$ cat config.mk
export PLATFORM = sky130hd
export DESIGN_NAME = pipe_stage_buf
export DESIGN_NICKNAME = d
export VERILOG_FILES = /design/src/rtl/all_pkgs.sv /design/src/rtl/sat_counter.sv /design/src/rtl/pipe_stage_buf.sv
export SDC_FILE = /design/constraint.sdc
export NUM_CORES = 1
export LEC_CHECK = 0
export ABC_AREA = 1
export BUFFER_PORTS_ARGS = -buffer_cell sky130_fd_sc_hd__buf_2
export CORE_MARGIN = 3
export CORE_UTILIZATION = 40
export CTS_BUF_LIST = sky130_fd_sc_hd__clkbuf_4 sky130_fd_sc_hd__clkbuf_8 sky130_fd_sc_hd__clkbuf_16
export DETAILED_ROUTE_END_ITERATION = 10
export MAX_ROUTING_LAYER = met4
export SLEW_MARGIN = 20
export SYNTH_ARGS = -nofsm -noshare
export SYNTH_HDL_FRONTEND = slang
export SYNTH_SLANG_ARGS = --single-unit
$ cat constraint.sdc
create_clock -name clk -period 1.9 [get_ports clk]
set_clock_uncertainty 0.1 [all_clocks]
set_input_delay 0.095 -clock clk [delete_from_list [all_inputs] [get_ports clk]]
set_output_delay 0.095 -clock clk [all_outputs]
set_load 0.02 [all_outputs]
$ cat src/rtl/all_pkgs.sv
// Shared pipeline types: datapath width and the per-stage control word.
package all_pkgs;

    localparam int unsigned WIDTH = 32;

    typedef struct packed {
        logic [4:0] rd;
        logic [2:0] funct3;
        logic [6:0] opcode;
        logic       reg_wr_en;
        logic       mem_to_reg;
        logic [1:0] wb_sel;
    } stage_ctrl_t;

    // An all-zero control word never writes state, so it doubles as a bubble.
    localparam stage_ctrl_t NOP_CTRL = '0;

endpackage

$ cat src/rtl/sat_counter.sv
// Saturating up-counter used for pipeline stall/bubble statistics.
module sat_counter #(
    parameter int unsigned W = 16
) (
    input  logic         clk,
    input  logic         rst_n,
    input  logic         inc,
    output logic [W-1:0] count
);

    always_ff @(posedge clk or negedge rst_n) begin
        if (!rst_n) begin
            count <= '0;
        end else if (inc && (count != {W{1'b1}})) begin
            count <= count + 1'b1;
        end
    end

endmodule

$ cat src/rtl/pipe_stage_buf.sv
// Inter-stage pipeline buffer with valid/ready on both sides, optional
// 2-entry skid mode, synchronous flush and stall/bubble statistics.
module pipe_stage_buf
    import all_pkgs::*;
#(
    parameter int unsigned DATA_W              = WIDTH,
    parameter int unsigned CTRL_W              = $bits(stage_ctrl_t),
    parameter bit          SKID                = 1'b1,
    parameter bit          CLEAR_DATA_ON_FLUSH = 1'b1,
    parameter int unsigned CNT_W               = 16
) (
    input  logic              clk,
    input  logic              rst_n,
    input  logic              flush,
    input  logic              in_valid,
    output logic              in_ready,
    input  logic [DATA_W-1:0] in_data,
    input  logic [CTRL_W-1:0] in_ctrl,
    output logic              out_valid,
    input  logic              out_ready,
    output logic [DATA_W-1:0] out_data,
    output logic [CTRL_W-1:0] out_ctrl,
    output logic [1:0]        occupancy,
    output logic [CNT_W-1:0]  stall_cnt,
    output logic [CNT_W-1:0]  bubble_cnt
);

    logic              main_valid;
    logic [DATA_W-1:0] main_data;
    logic [CTRL_W-1:0] main_ctrl;
    logic              skid_valid;
    logic [DATA_W-1:0] skid_data;
    logic [CTRL_W-1:0] skid_ctrl;
    logic              accept;
    logic              drain;

    assign accept = in_valid && in_ready;
    assign drain  = main_valid && out_ready;

    // Skid mode breaks the ready path: in_ready comes straight off a flop.
    generate
        if (SKID) begin : g_skid_ready
            assign in_ready = !skid_valid;
        end else begin : g_comb_ready
            assign in_ready = !main_valid || out_ready;
        end
    endgenerate

    always_ff @(posedge clk or negedge rst_n) begin
        if (!rst_n) begin
            main_valid <= 1'b0;
            main_data  <= '0;
            main_ctrl  <= '0;
            skid_valid <= 1'b0;
            skid_data  <= '0;
            skid_ctrl  <= '0;
        end else if (flush) begin
            main_valid <= 1'b0;
            main_ctrl  <= '0;
            skid_valid <= 1'b0;
            skid_ctrl  <= '0;
            if (CLEAR_DATA_ON_FLUSH) begin
                main_data <= '0;
                skid_data <= '0;
            end
        end else if (!main_valid || drain) begin
            // Head slot frees up: refill from skid first to keep FIFO order.
            if (skid_valid) begin
                main_valid <= 1'b1;
                main_data  <= skid_data;
                main_ctrl  <= skid_ctrl;
                skid_valid <= 1'b0;
            end else if (accept) begin
                main_valid <= 1'b1;
                main_data  <= in_data;
                main_ctrl  <= in_ctrl;
            end else begin
                main_valid <= 1'b0;
            end
        end else if (accept && SKID) begin
            skid_valid <= 1'b1;
            skid_data  <= in_data;
            skid_ctrl  <= in_ctrl;
        end
    end

    assign out_valid = main_valid;
    assign out_data  = main_data;
    assign out_ctrl  = main_valid ? main_ctrl : CTRL_W'(NOP_CTRL);
    assign occupancy = {1'b0, main_valid} + {1'b0, skid_valid};

    sat_counter #(.W(CNT_W)) u_stall_cnt (
        .clk   (clk),
        .rst_n (rst_n),
        .inc   (main_valid && !out_ready),
        .count (stall_cnt)
    );

    sat_counter #(.W(CNT_W)) u_bubble_cnt (
        .clk   (clk),
        .rst_n (rst_n),
        .inc   (!main_valid && out_ready),
        .count (bubble_cnt)
    );

endmodule
After elaboration in Yosys (flattened, before gate mapping):

Cells that the tools add are included.

* multiplexer cells: 20
* $add $sub $neg: 3
* reductions and logical operators: 16
* eq/ne operators: 3

Operator list (count)
* $mux W32: 6
* $mux W19: 7
* $add A16 B1 Y16 const B: 2
* $ne A16 B16 Y1 const B: 2
* $mux W1: 7
* $logic_and A1 B1 Y1: 6
* $reduce_bool A3 Y1: 2
* $reduce_and A2 Y1: 2
* $reduce_bool A2 Y1: 2
* $logic_not A1 Y1: 3
* $add A1 B1 Y2: 1
* $ne A2 B2 Y1 const B: 1
* $logic_or A1 B1 Y1: 1

* input bits: 56
* register bits: 136
* word-level logic and storage cells: 50
* output and inout port bits: 87

Depth between registers and ports, before layout:

Gate-level depths: netlist of the first run.

* depth in word-level cells: 6
* depth in mapped cells: 9
* mapped depth without buffers: 9

Cells and area by module:

A second synthesis of the first run with hierarchy kept.

* cell total of the unflattened synthesis: 1082
* area total of the unflattened synthesis: 7616.1 sq um

By module, submodules not included
* pipe_stage_buf: instances 1, cells an instance 784, seq. area each 2602.5 sq um, area each 5499.0 sq um
* sat_counter: instances 2, cells an instance 149, seq. area each 400.4 sq um, area each 1058.5 sq um

Least setup slack after synthesis of the first run:

No wires, ideal clock.

* kind: reg-to-reg
* start: register u_stall_cnt.count[0]
* end: register u_stall_cnt.count[15]
* data required time: 1.684 ns
* data arrival time: 1.499 ns
* library setup time: 0.116 ns
* stages on the path, launching flop included: 10
* clock period less this slack: 1.715 ns
* path slack: 0.185 ns
* buffers on the path: 0
* cell sequence: dfrtp_1 ha_1 nand3_2 inv_1 nand2_2 nor2_4 nor2_4 clkinv_1 nand2_1 nand2_1

* longest elaborated chain between the ends: 2
* elaborated cells between the ends (all ways): 3
* classes of those cells: add/sub: 1; eq/ne: 1; reduce/logical: 1

Ends and longest elaborated chain
* start, declared: RTL line sat_counter.sv:8 `output logic [W-1:0] count`
* start signal, assigned: RTL line sat_counter.sv:15 `count <= count + 1'b1;`
* parallel branches: the longest is 2 deep, another holds $add A16 B1 Y16

Several ways; the timed one is not identified.
A chain may end at the register's enable or synchronous reset.

Worst setup path in the final report of the first run:

* start: register skid_valid
* end: output port occupancy[0]

* longest elaborated chain between the ends: 1

Ends and longest elaborated chain
* start, declared: RTL line pipe_stage_buf.sv:31 `logic skid_valid;`
* start signal, assigned: RTL line pipe_stage_buf.sv:54 `skid_valid <= 1'b0;`
* start signal, assigned: RTL line pipe_stage_buf.sv:60 `skid_valid <= 1'b0;`
* start signal, assigned: RTL line pipe_stage_buf.sv:72 `skid_valid <= 1'b0;`
* $add A1 B1 Y2: RTL line pipe_stage_buf.sv:90 `assign occupancy = {1'b0, main_valid} + {1'b0, skid_valid};`
* end, declared: RTL line pipe_stage_buf.sv:23 `output logic [1:0] occupancy,`

Every way passes these cells.

==> results of run 1 <==
==> sequential cells by signal (all words and copies together) (netlist names) <==
| register | flops |
|---|---|
| main_ctrl | 19 |
| out_data | 32 |
| out_valid | 1 |
| skid_ctrl | 19 |
| skid_data | 32 |
| skid_valid | 1 |
| u_bubble_cnt.count | 16 |
| u_stall_cnt.count | 16 |
==> power breakdown <==
part | switching [W] | internal [W] | total (W)
sequential | 0.000262 | 0.00319 | 0.00345
combinational | 0.000943 | 0.000601 | 0.00154
clock | 0.00126 | 0.00247 | 0.00373
total | 0.00246 | 0.00626 | 0.00873
==> worst max-delay path by stage <==
stage                                     start                    end  slack [ns]
after detailed placement  u_bubble_cnt.count[0]  u_bubble_cnt.count[5]        0.16
after global placement    u_bubble_cnt.count[1]  u_bubble_cnt.count[5]        0.24
after CTS                            skid_valid           occupancy[0]        0.01
after floorplan            u_stall_cnt.count[0]  u_stall_cnt.count[15]        0.18
after global routing                 skid_valid           occupancy[0]        0.02
final                                skid_valid           occupancy[0]        0.06
==> synth_stat cells, drive strengths merged <==
cell    instances  area (um2)
inv           165         619
clkbuf          6        22.5
nand3b          3        22.5
nand2         181         692
clkinv          1        3.75
xor2            5        43.8
dfrtp         136        3400
ha              3        37.5
a21oi           6        30.0
o21ai          88         482
mux2i          19         190
nand4          10        62.6
xnor2           4        35.0
nand3          65         335
o21a            1        7.51
buf            33         211
o22ai          57         357
o21bai          1        7.51
nor2           50         225
==> timing repair <==
| action | in CTS | in global routing |
|---|---|---|
| hold buffers | 54 | 0 |
| gates resized for setup | 0 | 1 |
| endpoints found under the setup margin | 0 | 1 |
| hold endpoints to repair | 234 | 0 |
==> layout by cell type (no fill, tap or decap), drive strengths merged <==
| cell type | count |
|---|---|
| o21ai | 88 |
| nand3b | 3 |
| dlygate4sd3 | 54 |
| xnor2 | 4 |
| xor2 | 5 |
| buf | 168 |
| mux2i | 19 |
| a21oi | 6 |
| o21bai | 1 |
| inv | 166 |
| o21a | 1 |
| nand3 | 65 |
| ha | 3 |
| clkinv | 5 |
| nand2 | 181 |
| bufinv | 5 |
| dfrtp | 136 |
| nor2 | 50 |
| diode | 1 |
| clkbuf | 22 |
| o22ai | 57 |
| nand4 | 10 |
==> metrics by stage <==
step / instances / instance area [um2]
after floorplan: 834 / 6790
after global placement: 1179 / 7810
after detailed placement: 1179 / 7810
after CTS: 1265 / 9020
after global routing: 1266 / 9030
final: 1266 / 9030
==> cell type report <==
type,count,area (um2),share of cell area
multi-input combinational,493,2540,0.281
clock buffer,22,482,0.0533
timing repair buffer,222,1520,0.168
tap,216,270,0.0299
antenna,1,2.50,0.000277
inverter,166,623,0.0690
clock inverter,10,190,0.0211
sequential,136,3410,0.377
==> layer usage <==
metal,up-vias,GRT usage,part of all wire
met3,16,0.0370,0.037
met4,0,0.0677,0.013
met5,-,-,0
li1,3067,-,-
met1,2779,0.251,0.46
met2,108,0.316,0.49
==> critical path: stages, from the launching register on <==
cell and delay, ns:
dfrtp_4 0.52, buf_4 0.22, ha_1 0.32, buf_2 0.17
==> cells by family (layout without fill, tap and decap cells) <==
logic type | count (synthesis) | in the layout
simple gates | 309 | 309
buf+inv | 205 | 420
compound gates | 153 | 153
flops | 136 | 136
mux | 19 | 19
xor+xnor | 9 | 9
fa+ha+maj | 3 | 3
other cells | 0 | 1
==> results.cfg, run 1 <==
[sta]
fin_tns_setup_ns = 0
setup_slack_ns = 0.0644
fin_hold_ws_ns = 0.0381
max_freq_mhz = 545
relSlewSlack = 0.711
hold_violations = 0
final_max_slew_viol_count = 0
tightest_slew_ns = 0.432
rsz0062_at_grt = no
period_share = 0.966
min_period_ns = 1.84
setup_violations = 0

[synth]
ys_seq_elements = 136
netlist_instances = 834
synth_area_per_cell_um2 = 8.14
synth_top_family_by_area = simple AND/OR/NAND/NOR gates
yosysUniqueCellTypes = 31
synthAdderAreaFrac = 0.00553
seq_area_frac_synth = 0.501
synthMuxAreaShare = 0.0280
syn_nets = 893
synth_xor_area_frac = 0.0116
syn_area_um2 = 6790
ys_warn_count = 0
synth-compound-area-share = 0.130
synth-simple-area-share = 0.197

[place]
gp_congestion = 0.865
io_buffers = 142
pre_cts_ws_ns = 0.161
dp_hpwl_um = 11400

[clock_tree]
root_buffer = clkbuf_16
clk_pin_slew_ns = 0.06
cts_setup_buffers = 0
clockBufferDepth = 2
clk_latency_ns = 0.42
htree_levels = 4
cts_made_buffers = 17
cts_sinks = 136
cts_tree = yes

[layout]
syn2layout_area_growth_pct = 33.0
utilization = 0.556
nNetsFinal = 1095
fillers = 1538
drive_gt1_frac = 0.217

[setup_path]
rr_endpoint = u_bubble_cnt.count[11]
critPathKind = reg2out
r2r_start = u_bubble_cnt.count[0]
r2r_setup_slack_ns = 0.24
ff2ff_path_depth = 9
cp_max_fo = 11
arrival_ns = 1.64
required_ns = 1.70
critPathCaptureType = output pin
crit_path_start_kind = flip-flop

[hold_path]
hold_end = skid_data[24]
min_path_cells = 4
hp-start = flush
hold_path.class = in2reg

[grt]
grt_pass1_wl_um = 28200
overflow = 0
grt_antenna_before_repair = 1
grt_pass1_vias = 5696
track_usage = 0.197
grt_max_degree = 75

[detailed_routing]
drcViolationCount = 0
vias = 5970
wl_um = 17300
wl_per_cell_um = 13.6
initialDrtViolationCount = 317
first_pass_iters = 4
viasPerCell = 4.72
ant_nets = 0

[floorplan]
coreArea_um2 = 16200
die_area_um2 = 18600
num_rows = 46
start_util = 0.418
io-pin-count = 143
die_x_um = 136
die_h_um = 136

[power_and_ir_drop]
power-per-cell-area_nw_per_um2 = 967
leakagePower_nw = 4.58
vdd_drop_max_mv = 0.615
power_w = 0.00873

[flow_run]
max_cap_violations = 0

[status]
status = finished clean
(Power assumes the default switching activity.)
==> run 2: changes to the inputs <==
Settings changed: SYNTH_HIERARCHICAL from default to 1.
==> run 2 against run 1 <==
Maximum frequency grew 1.6%. Die area grew 12%. Flip-flop and latch count is the same. Via count grew 23%. Utilization shrank 2.4 points. Cell area grew 8.0%. Synthesized area grew 12%. Total power shrank 1.9%. Critical path type unchanged. Register-to-register slack lost 0.05 ns. Worst hold slack lost 0.0092 ns. Global-route usage grew 2.7 points.
==> results.cfg, run 2 <==
[detailed_routing]
wl_per_cell_um = 14.5
first_pass_iters = 5
drcViolationCount = 0
wl_um = 21800
vias = 7360
viasPerCell = 4.90
ant_nets = 0
initialDrtViolationCount = 427

[sta]
fin_tns_setup_ns = 0
period_share = 0.951
max_freq_mhz = 553
relSlewSlack = 0.546
setup_violations = 0
final_max_slew_viol_count = 0
rsz0062_at_grt = no
fin_hold_ws_ns = 0.0288
min_period_ns = 1.81
tightest_slew_ns = 0.679
hold_violations = 0

[status]
status = finished clean

[clock_tree]
cts_made_buffers = 17
clockBufferDepth = 2
clk_latency_ns = 0.41
root_buffer = clkbuf_16
clk_pin_slew_ns = 0.05
cts_tree = yes
htree_levels = 4
cts_sinks = 136

[grt]
use_met1 = 0.299
grt_pass1_wl_um = 36300
grt_max_degree = 57
grt_pass1_vias = 7149
grt.met3_usage = 0.0384
track_usage = 0.223
grt_busiest_layer = met2
grt_antenna_before_repair = 1
use_met2 = 0.354
overflow = 0

[synth]
syn_nets = 1141
synth_area_per_cell_um2 = 7.04
synth.most_common_cell = nand2_1
netlist_instances = 1082
synthArstFlopShare = 1.00
syn_area_um2 = 7620
synth-edff-count = 0
yosysUniqueCellTypes = 23
synth_area_leaders = dfrtp_1 45%, nand2_1 20%, nand3_1 14%, inv_1 4.7%, nor2_1 4.1%
seq_area_frac_synth = 0.447
ys_seq_elements = 136
synth_flop_cell = dfrtp_1
ys_warn_count = 6
yosysTopAreaCellShare = 0.447
synth_common_cells = 408 x nand2_1, 218 x nand3_1, 136 x dfrtp_1
synth_top_area_cell = dfrtp_1

[layout]
drive_gt1_frac = 0.191
nNetsFinal = 1318
syn2layout_area_growth_pct = 28.0
layout_common_cells = 405 x nand2_1, 218 x nand3_1, 141 x buf_2, 135 x dfrtp_1, 96 x inv_1
mostFrequentLayoutCell = nand2_1

[floorplan]
die_x_um = 144
die_h_um = 144
coreArea_um2 = 18300
die_area_um2 = 20700
start_util = 0.415
num_rows = 49
io-pin-count = 143

[setup_path]
slowest_delay_ns = 0.41
critPathKind = reg2out
critPathCaptureType = output pin
required_ns = 1.70
critPathSlowestCell = dfrtp_2
crit_chain = buf_8 -> buf_16 -> ha_1 -> buf_2
arrival_ns = 1.61
cp_max_fo = 24
crit_path_start_kind = flip-flop

[power_and_ir_drop]
leakagePower_nw = 5.56
power-per-cell-area_nw_per_um2 = 878
vdd_drop_max_mv = 0.645

[flow_run]
max_cap_violations = 0

[place]
io_buffers = 142
dp_hpwl_um = 13600
gp_congestion = 0.823

[hold_path]
hold_path.class = in2reg
==> run 2: changes by cell type after synthesis, sizes merged, moves of 19 or more <==
cell   delta
mux2i    -19
nand3   +154
buf      +19
o21ai    -69
o22ai    -57
inv      -65
nand2   +236
nor2     +49
==> run 2: area by class of cell <==
class | instances | area [um2]
tap | 229 | 287
fill | 1825 | 8580
multi-input combinational | 781 | 3510
clock buffer | 22 | 482
inverter | 101 | 385
sequential | 136 | 3400
clock inverter | 9 | 123
antenna | 1 | 2.50
timing repair buffer | 222 | 1550
==> run 2: logic make-up after synthesis <==
kind of cell	count (synthesis)	synth area share
AOI/OAI and AO/OA	19	0.0145
xor gates and xnor gates	12	0.0138
adders and majority gates	3	0.00493
buffers and inverters	165	0.0938
DFF	136	0.447
and+or+nand+nor	747	0.426
==> run 2: repair_timing <==
item	in CTS	in global routing
gates cloned	0	1
gates resized for setup	6	3
setup buffers	0	1
endpoints found under the hold margin	238	0
pin swaps	0	1
hold buffers	52	0
endpoints found under the setup margin	3	6
==> run 2: report_power, final <==
part	internal [W]	switching, W	leakage [nW]
Combinational	0.000614	0.00106	3.47
Clock	0.00218	0.00123	0.302
Sequential	0.00319	0.000286	1.79
==> run 2: path summary, 6_finish.rpt <==
check / start / end / slack, ns / cells after the start
worst max-delay path: skid_valid / occupancy[0] / 0.09 / 4
worst min-delay path: in_valid / skid_valid / 0.03 / 4
worst max register to register: u_bubble_cnt/count[1] / u_bubble_cnt/count[5] / 0.19 / 6
worst min register to register: skid_data[3] / skid_data[3] / 0.40 / 2
max in group asynchronous: rst_n / skid_valid / 0.95 / 3
min in group asynchronous: rst_n / u_stall_cnt/count[5] / 0.07 / 2
==> run 2: metrics by stage <==
step                      power, W   util  area (um2)  cells  setup WS [ns]
after floorplan            0.00451      -        7620   1082          0.198
after global placement     0.00508  0.464        8510   1414         0.0874
after detailed placement   0.00511  0.466        8540   1415          0.149
after CTS                  0.00865  0.529        9690   1498         0.0261
after global routing       0.00903  0.532        9750   1501        0.00148
final                      0.00856  0.532        9750   1501         0.0926
==> run 2: metal layers <==
| layer | wire length, um | vias to the layer above |
|---|---|---|
| li1 | - | 3739 |
| met1 | 10100 | 3395 |
| met2 | 10200 | 204 |
| met3 | 1230 | 22 |
| met4 | 298 | 0 |
| met5 | 0 | - |
==> run 2: worst max-delay path, delay by kind of cell (launching register included) <==
kind | cells | cell delay [ns]
buffers and inverters | 3 | 0.52
DFF | 1 | 0.41
adders and majority gates | 1 | 0.26
==> run 3: changes to the inputs <==
Settings changed: REMOVE_ABC_BUFFERS from default to 1.
==> run 3 against run 2 <==
Via count grew 0.33%. Count of clock-buffer cells in the layout unchanged. Maximum frequency grew 1.0%. Combinational power about the same. Final cell count rose by 0.27%. Flip-flop and latch count did not move. Worst hold slack better by 0.013 ns. Utilization is 0.40 points lower. Register-to-register slack got worse by 0.02 ns. Critical path depth shrank 1. Cell area down 0.74%. Critical endpoint is now in_ready. Largest power group unchanged. Highest routed layer unchanged.
==> results.cfg, run 3 (same netlist as run 2, synthesis figures left out) <==
[detailed_routing]
wl_um = 21200
drcViolationCount = 0
ant_nets = 0
wl_per_cell_um = 14.1
initialDrtViolationCount = 538
viasPerCell = 4.91
first_pass_iters = 5
vias = 7384

[floorplan]
die_x_um = 144
num_rows = 49
start_util = 0.415
coreArea_um2 = 18300
die_h_um = 144
io-pin-count = 143
die_area_um2 = 20700

[layout]
utilization = 0.528
mostFrequentLayoutCell = nand2_1
layout_common_cells = 405 x nand2_1, 218 x nand3_1, 141 x buf_2, 135 x dfrtp_1, 96 x inv_1
syn2layout_area_growth_pct = 27.1
nNetsFinal = 1322
stdcell_area_um2 = 9680
drive_gt1_frac = 0.191
instances_no_fill = 1505

[clock_tree]
clk_pin_slew_ns = 0.06
clk_latency_ns = 0.41
cts_made_buffers = 17
root_buffer = clkbuf_16
cts_tree = yes
cts_sinks = 136
clockBufferDepth = 2
htree_levels = 4

[setup_path]
cp_max_fo = 25
required_ns = 1.70
slowest_delay_ns = 0.49
critPathTopFamily = buffers and inverters
crit_path_start_kind = flip-flop
critPathSlowestCell = dfrtp_2
critPathKind = reg2out
crit_chain = clkinv_4 -> buf_4 -> buf_2
r2r_start = u_stall_cnt/count[0]
crit_buf_inv = 3
critPathCaptureType = output pin
r2r_setup_slack_ns = 0.17
cp-startpoint = skid_valid
arrival_ns = 1.59

[sta]
max_freq_mhz = 559
setup_violations = 0
tightest_slew_ns = 0.513
min_period_ns = 1.79
relSlewSlack = 0.658
fin_tns_setup_ns = 0
final_max_slew_viol_count = 0
period_share = 0.942
rsz0062_at_grt = no
fin_hold_ws_ns = 0.0422
hold_violations = 0

[grt]
grt_busiest_layer = met2
grt.met3_usage = 0.0417
track_usage = 0.217
grt_pass1_wl_um = 35400
grt_max_degree = 49
use_met1 = 0.295
grt_pass1_vias = 7012
overflow = 0
use_met2 = 0.341
grt_antenna_before_repair = 0

[place]
placed_cells_incl_taps = 1416
gp_congestion = 0.845
io_buffers = 142
dp_hpwl_um = 13400
place_area_um2 = 8550

[power_and_ir_drop]
leakagePower_nw = 5.54
power-per-cell-area_nw_per_um2 = 856
vdd_drop_max_mv = 0.611

[status]
status = finished clean

[hold_path]
hp-start = out_ready
hold_path.class = in2reg

[flow_run]
max_cap_violations = 0
-- run 3: final cells by class --
cell class                 count  area [um2]
clock inverter                 9        76.3
antenna                        1        2.50
sequential                   136        3400
multi-input combinational    781        3510
inverter                     101         385
timing repair buffer         226        1540
tap                          229         287
clock buffer                  22         475
fill                        1803        8650
-- run 3: worst paths after layout --
check / endpoint / cells after the start
hold / removal: u_stall_cnt/count[12] / 5
setup reg to reg: u_stall_cnt/count[9] / 7
min in group asynchronous: u_stall_cnt/count[9] / 2
max in group asynchronous: out_data[6] / 3
hold reg to reg: skid_ctrl[16] / 2
setup / recovery: in_ready / 3
-- run 3: stage by stage --
step           total power, W  setup slack (ns)
2_1_floorplan         0.00444             -1.39
3_3_place_gp          0.00510             0.205
3_5_place_dp          0.00511             0.161
4_1_cts               0.00837            0.0194
5_1_grt               0.00875           0.00135
6_report              0.00828             0.111
-- run 3: worst register-to-register path, stage by stage (launching register included) --
cell	delay, ns
dfrtp_1	0.44
ha_1	0.30
inv_2	0.11
nor2_4	0.05
nand2_2	0.09
nor2_4	0.05
nor2_4	0.32
o21ai_0	0.13
-- run 3: where the power goes --
group          internal [W]  switching [W]  total [W]
Clock               0.00189        0.00125    0.00314
Sequential          0.00319       0.000297    0.00349
Combinational      0.000607        0.00104    0.00165
Total               0.00569        0.00259    0.00828
-- run 3: per-layer routing --
layer	part of all wire	routed length [um]
met4	0.0079	167
met3	0.057	1220
met1	0.47	10000
met2	0.46	9830
met5	0	0
-- run 3: timing repair --
item,4_1_cts,5_1_grt
buffers inserted,0,3
hold buffers,54,0
endpoints found under the setup margin,1,2
pin swaps,0,0
gates resized for setup,2,0
endpoints found under the hold margin,240,0
